**config.mk**
```make
export PLATFORM = sky130hd
export DESIGN_NAME = nv_nvdla_cdp_wdma_intr_drain
export DESIGN_NICKNAME = d
export VERILOG_FILES = /design/src/rtl/nv_nvdla_cdp_wdma_intr_drain.sv
export SDC_FILE = /design/constraint.sdc
export NUM_CORES = 1
export LEC_CHECK = 0
export CAP_MARGIN = 10
export CORE_MARGIN = 2
export CORE_UTILIZATION = 50
export CTS_CLUSTER_DIAMETER = 60
export DETAILED_ROUTE_END_ITERATION = 16
export PLACE_DENSITY = 0.75
export SLEW_MARGIN = 25
export SYNTH_ARGS = -nofsm -noshare
export SYNTH_HDL_FRONTEND = slang
export SYNTH_SLANG_ARGS = --single-unit
```
**constraint.sdc**
```tcl
create_clock -name nvdla_core_clk -period 5.1 [get_ports nvdla_core_clk]
set_input_delay 1.53 -clock nvdla_core_clk [delete_from_list [all_inputs] [get_ports nvdla_core_clk]]
set_output_delay 1.53 -clock nvdla_core_clk [all_outputs]
set_load 0.05 [all_outputs]
```
**src/rtl/nv_nvdla_cdp_wdma_intr_drain.sv**
```systemverilog
// CDP WDMA interrupt drain: pops layer-done ids once their write ack is back and pulses the done vector.
// Optional perf counters are enabled by defining NV_CDP_WDMA_INTR_PERF_EN.
//
// state | meaning
// ------+---------------------------------------------------------------
// IDLE  | waiting for a matched (ack_cnt != 0, FIFO valid) entry to pop
// PULSE | driving the one-cycle done pulse for the popped layer id
module nv_nvdla_cdp_wdma_intr_drain #(
    parameter int CNT_W = 4
) (
    input  logic        nvdla_core_clk,
    input  logic        nvdla_core_rstn,
    input  logic        intr_fifo_rd_pvld,
    input  logic        intr_fifo_rd_pd,
    output logic        intr_fifo_rd_prdy,
    input  logic        dma_wr_ack_req,
    input  logic        dma_wr_rsp_complete,
    output logic [1:0]  cdp2glb_done_intr_pd,
    output logic        intr_busy,
`ifdef NV_CDP_WDMA_INTR_PERF_EN
    output logic [15:0] perf_done0_cnt,
    output logic [15:0] perf_done1_cnt,
    output logic [31:0] perf_ack_wait_cnt,
`endif
    output logic        intr_err
);

    localparam logic [CNT_W-1:0] CNT_MAX  = '1;
    localparam logic [CNT_W-1:0] CNT_ZERO = '0;
    localparam logic [CNT_W-1:0] CNT_ONE  = CNT_W'(1);

    typedef enum logic {
        IDLE  = 1'b0,
        PULSE = 1'b1
    } state_t;

    state_t           state, state_nxt;
    logic             id_q;
    logic [CNT_W-1:0] out_cnt;
    logic [CNT_W-1:0] ack_cnt;
    logic             busy_q;
    logic             pop;
    logic             out_underflow;
    logic             out_overflow;
    logic             ack_inc;
    logic             ack_overflow;

    always_comb begin
        state_nxt            = state;
        intr_fifo_rd_prdy    = 1'b0;
        cdp2glb_done_intr_pd = 2'b00;
        case (state)
            IDLE: begin
                intr_fifo_rd_prdy = (ack_cnt != CNT_ZERO);
                if (intr_fifo_rd_prdy && intr_fifo_rd_pvld) begin
                    state_nxt = PULSE;
                end
            end
            PULSE: begin
                cdp2glb_done_intr_pd = id_q ? 2'b10 : 2'b01;
                state_nxt            = IDLE;
            end
            default: state_nxt = IDLE;
        endcase
    end

    assign pop           = intr_fifo_rd_prdy && intr_fifo_rd_pvld;
    assign out_underflow = dma_wr_rsp_complete && !dma_wr_ack_req && (out_cnt == CNT_ZERO);
    assign out_overflow  = dma_wr_ack_req && !dma_wr_rsp_complete && (out_cnt == CNT_MAX);
    // An underflowing complete has no matching request, so it must not release a FIFO entry.
    assign ack_inc       = dma_wr_rsp_complete && !out_underflow;
    assign ack_overflow  = ack_inc && !pop && (ack_cnt == CNT_MAX);

    always_ff @(posedge nvdla_core_clk or negedge nvdla_core_rstn) begin
        if (!nvdla_core_rstn) begin
            state <= IDLE;
            id_q  <= 1'b0;
        end else begin
            state <= state_nxt;
            if (pop) begin
                id_q <= intr_fifo_rd_pd;
            end
        end
    end

    always_ff @(posedge nvdla_core_clk or negedge nvdla_core_rstn) begin
        if (!nvdla_core_rstn) begin
            out_cnt <= CNT_ZERO;
        end else if (dma_wr_ack_req && !dma_wr_rsp_complete && !out_overflow) begin
            out_cnt <= out_cnt + CNT_ONE;
        end else if (dma_wr_rsp_complete && !dma_wr_ack_req && !out_underflow) begin
            out_cnt <= out_cnt - CNT_ONE;
        end
    end

    always_ff @(posedge nvdla_core_clk or negedge nvdla_core_rstn) begin
        if (!nvdla_core_rstn) begin
            ack_cnt <= CNT_ZERO;
        end else if (ack_inc && !pop && !ack_overflow) begin
            ack_cnt <= ack_cnt + CNT_ONE;
        end else if (pop && !ack_inc) begin
            ack_cnt <= ack_cnt - CNT_ONE;
        end
    end

    always_ff @(posedge nvdla_core_clk or negedge nvdla_core_rstn) begin
        if (!nvdla_core_rstn) begin
            intr_err <= 1'b0;
            busy_q   <= 1'b0;
        end else begin
            if (out_underflow || out_overflow || ack_overflow) begin
                intr_err <= 1'b1;
            end
            busy_q <= (out_cnt != CNT_ZERO) || (ack_cnt != CNT_ZERO) ||
                      intr_fifo_rd_pvld || (state == PULSE);
        end
    end

    assign intr_busy = busy_q;

`ifdef NV_CDP_WDMA_INTR_PERF_EN
    always_ff @(posedge nvdla_core_clk or negedge nvdla_core_rstn) begin
        if (!nvdla_core_rstn) begin
            perf_done0_cnt    <= 16'd0;
            perf_done1_cnt    <= 16'd0;
            perf_ack_wait_cnt <= 32'd0;
        end else begin
            if (cdp2glb_done_intr_pd[0]) begin
                perf_done0_cnt <= perf_done0_cnt + 16'd1;
            end
            if (cdp2glb_done_intr_pd[1]) begin
                perf_done1_cnt <= perf_done1_cnt + 16'd1;
            end
            if (intr_fifo_rd_pvld && (ack_cnt == CNT_ZERO) && (perf_ack_wait_cnt != 32'hFFFF_FFFF)) begin
                perf_ack_wait_cnt <= perf_ack_wait_cnt + 32'd1;
            end
        end
    end
`endif

endmodule
```
==> key figures <==
Placed design
  – DP Area: 821 um^2
  – Cells after DPL: 89
  – Port Buffers: 10
  – Placer Congestion: 0.737
  – Final HPWL DP: 945 um

Critical path
  – Worst R2R End: ack_cnt[3]$_DFFE_PN0P_
  – Data required, critical path: 5.30 ns
  – CP cell instances: clkdlybuf4s50_1, nor2b_1, nor2b_1, or3b_4, ha_1, a21o_2, a21oi_1, nand3_1, o21ai_2, xor2_1
  – Critical Path Most Common Cell: nor2b_1
  – Worst-path maximum fanout: 6
  – Worst R2R Setup Slack: 2.45 ns
  – Worst EP arrival: 3.85 ns
  – Worst path slowest cell: clkdlybuf4s50_1
  – Critical path class: in2reg
  – Worst Reg-to-Reg Cells: 9
  – CP startpoint: intr_fifo_rd_pvld
  – Worst path max stage delay: 0.47 ns
  – CP endpoint kind: flip-flop
  – RR Startpoint: ack_cnt[0]$_DFFE_PN0P_
  – Startpoint Class: input port

Cells and area
  – Area growth syn-to-layout: 20.2%
  – Most frequent cells in the layout: dfrtp_1 (12), clkdlybuf4s50_1 (10), nor2_1 (6)
  – Fill count: 110
  – Fin nets: 91
  – Most common cell after layout, fill and taps aside: dfrtp_1
  – Layout cells sized above 1: 0.154
  – Design area: 857 um^2
  – Final non-filler cell total: 93
  – Antenna diodes: 0

Timing
  – Setup TNS: 0 ns
  – Worst slew pin tran: 0.541 ns
  – Slew headroom: 0.638
  – Final setup vio count: 0
  – Worst clock skew: 0.00493 ns
  – Minimum clock period: 3.66 ns
  – RSZ-0062 raised after global routing: no
  – Final Hold Viols: 0
  – Slew Limit Fails: 0
  – Crit share post-route: 0.717
  – Fmax achieved: 274 MHz

Min path
  – Hold endpoint: intr_err$_DFFE_PN0P_
  – Min-Delay Path Class: reg2reg
  – Min-Delay Startpoint: intr_err$_DFFE_PN0P_
  – Hold path cells: 1

Floorplan
  – Num rows: 13
  – Initial Util: 0.541
  – Boundary Pins: 11
  – DIE AREA: 1740 um^2
  – Die height: 41.8 um
  – DIE WIDTH: 41.8 um
  – CORE AREA: 1320 um^2

Synth
  – Yosys top cell by area: dfrtp_1
  – Register area share after synthesis: 0.421
  – Post-synth top area share: 0.421
  – Synthesized Nets: 77
  – Avg Cell Area, Syn: 11.0 um^2
  – Yosys reg bits: 12
  – Cells after Synth: 65
  – Fraction of registers with async set/reset: 1.00
  – Synthesized area: 713 um^2
  – EDFF count, synth: 0
  – Post-synth cell types: 26
  – Top_reg_cell synth: dfrtp_1
  – Synth top area cells: dfrtp_1 (42%), ha_1 (7.0%), xor2_1 (6.1%)
  – YS warnings: 0

CTS
  – Post-CTS Resized: 0
  – Post-CTS Hold Fix Bufs: 0
  – Worst-Skew Late Latency: 0.27 ns
  – H-tree depth: 1
  – CTS Buffer Depth: 2
  – Sinks on Clock Net: 12
  – CTS Buf Count: 3
  – Reg clk slew, reported paths: 0.07 ns
  – Root buf cell: clkbuf_4
  – # Post-CTS Setup Buffers: 0
  – CTS tree: done

Detailed routing
  – WL per Instance: 13.0 um
  – Antenna Nets Post-Route: 0
  – Total wire length: 1.21 mm
  – Drt pass-1 iters: 4
  – DR iter-0 viols: 7
  – Vias: 532
  – Residual DRC: 0
  – Vias per inst: 5.72

Run status
  – Outcome: complete, no violations

Pwr
  – Pwr dens: 575 nW/um^2
  – Total leakage power: 0.351 nW
  – Overall power: 0.493 mW
  – Maximum vdd drop: 0.341 mV

Global routing
  – Number of global-route vias before repair: 506
  – Initial antenna violation count: 0
  – First-pass GRT wire length: 2.31 mm
  – Tot GR Track Use: 0.172
  – Overflow left after global routing: 0
  – Largest net degree at the start of global routing: 13

Flow run
  – Total of max-cap violations: 0
## critical path: cells and delay by family
family / cells / cell delay [ns]
AND/OR/NAND/NOR: 4 / 0.95
AO/OA/AOI/OAI: 3 / 0.52
buffers and inverters: 1 / 0.47
adder cells (fa/ha/maj): 1 / 0.24
XOR/XNOR: 1 / 0.15
## layout make-up
| type | count | area [um^2] | share of cell area |
|---|---|---|---|
| tap | 15 | 18.8 | 0.0219 |
| clock buffer | 4 | 36.3 | 0.0423 |
| timing repair buffer | 10 | 100 | 0.117 |
| sequential | 12 | 300 | 0.350 |
| multi-input combinational | 52 | 402 | 0.469 |
## layer usage
layer	vias to the layer above	track usage	part of all wire
met5	-	0	0
met1	257	0.222	0.46
met2	14	0.259	0.46
met3	4	0.0609	0.070
met4	0	0.0774	0.014
li1	257	-	-
## sequential cells by signal, indices dropped and copies added, names as in the netlist
register and cells:
ack_cnt 4, out_cnt 4, id_q 1, intr_busy 1, intr_err 1, state 1
## per-stage QoR
| stage | setup WS (ns) | hold WS (ns) | util |
|---|---|---|---|
| 4_1_cts | 1.44 | 0.477 | 0.651 |
| 3_5_place_dp | 1.16 | 0.461 | 0.623 |
| 2_1_floorplan | 1.72 | 0.478 | - |
| 6_report | 1.44 | 0.470 | 0.651 |
| 3_3_place_gp | 1.23 | 0.451 | 0.623 |
| 5_1_grt | 1.24 | 0.485 | 0.651 |
## report_power, final
group	leakage, nW	switching (mW)	total, mW	internal, mW
registers	0.134	0.0550	0.191	0.136
logic	0.196	0.116	0.226	0.110
clock network	0.0210	0.0325	0.0760	0.0434
## how the worst max path moves through the flow
stage	end	slack, ns	cells past startpoint
2_1_floorplan	ack_cnt[3]$_DFFE_PN0P_	1.72	10
3_3_place_gp	ack_cnt[3]$_DFFE_PN0P_	1.23	10
3_5_place_dp	ack_cnt[3]$_DFFE_PN0P_	1.16	10
4_1_cts	ack_cnt[3]$_DFFE_PN0P_	1.44	10
5_1_grt	ack_cnt[3]$_DFFE_PN0P_	1.24	10
6_report	ack_cnt[3]$_DFFE_PN0P_	1.44	10
## cell usage after synthesis (3+ instances only)
cell	number
xor2_1	5
mux2_2	3
nand2_1	4
ha_1	4
nor2b_1	3
nand3_1	3
a21oi_1	4
dfrtp_1	12
nor2_1	6
## cell families (layout without fill, tap and decap cells)
family | Yosys count | after routing | synth area share
buffers and inverters | 1 | 14 | 0.0158
adder cells (fa/ha/maj) | 6 | 6 | 0.126
AND/OR/NAND/NOR | 25 | 25 | 0.200
flip-flops | 12 | 12 | 0.421
multiplexers | 3 | 3 | 0.0474
AO/OA/AOI/OAI | 11 | 11 | 0.104
XOR/XNOR | 7 | 7 | 0.0860
No activity file was read; power rests on OpenSTA's default activity.
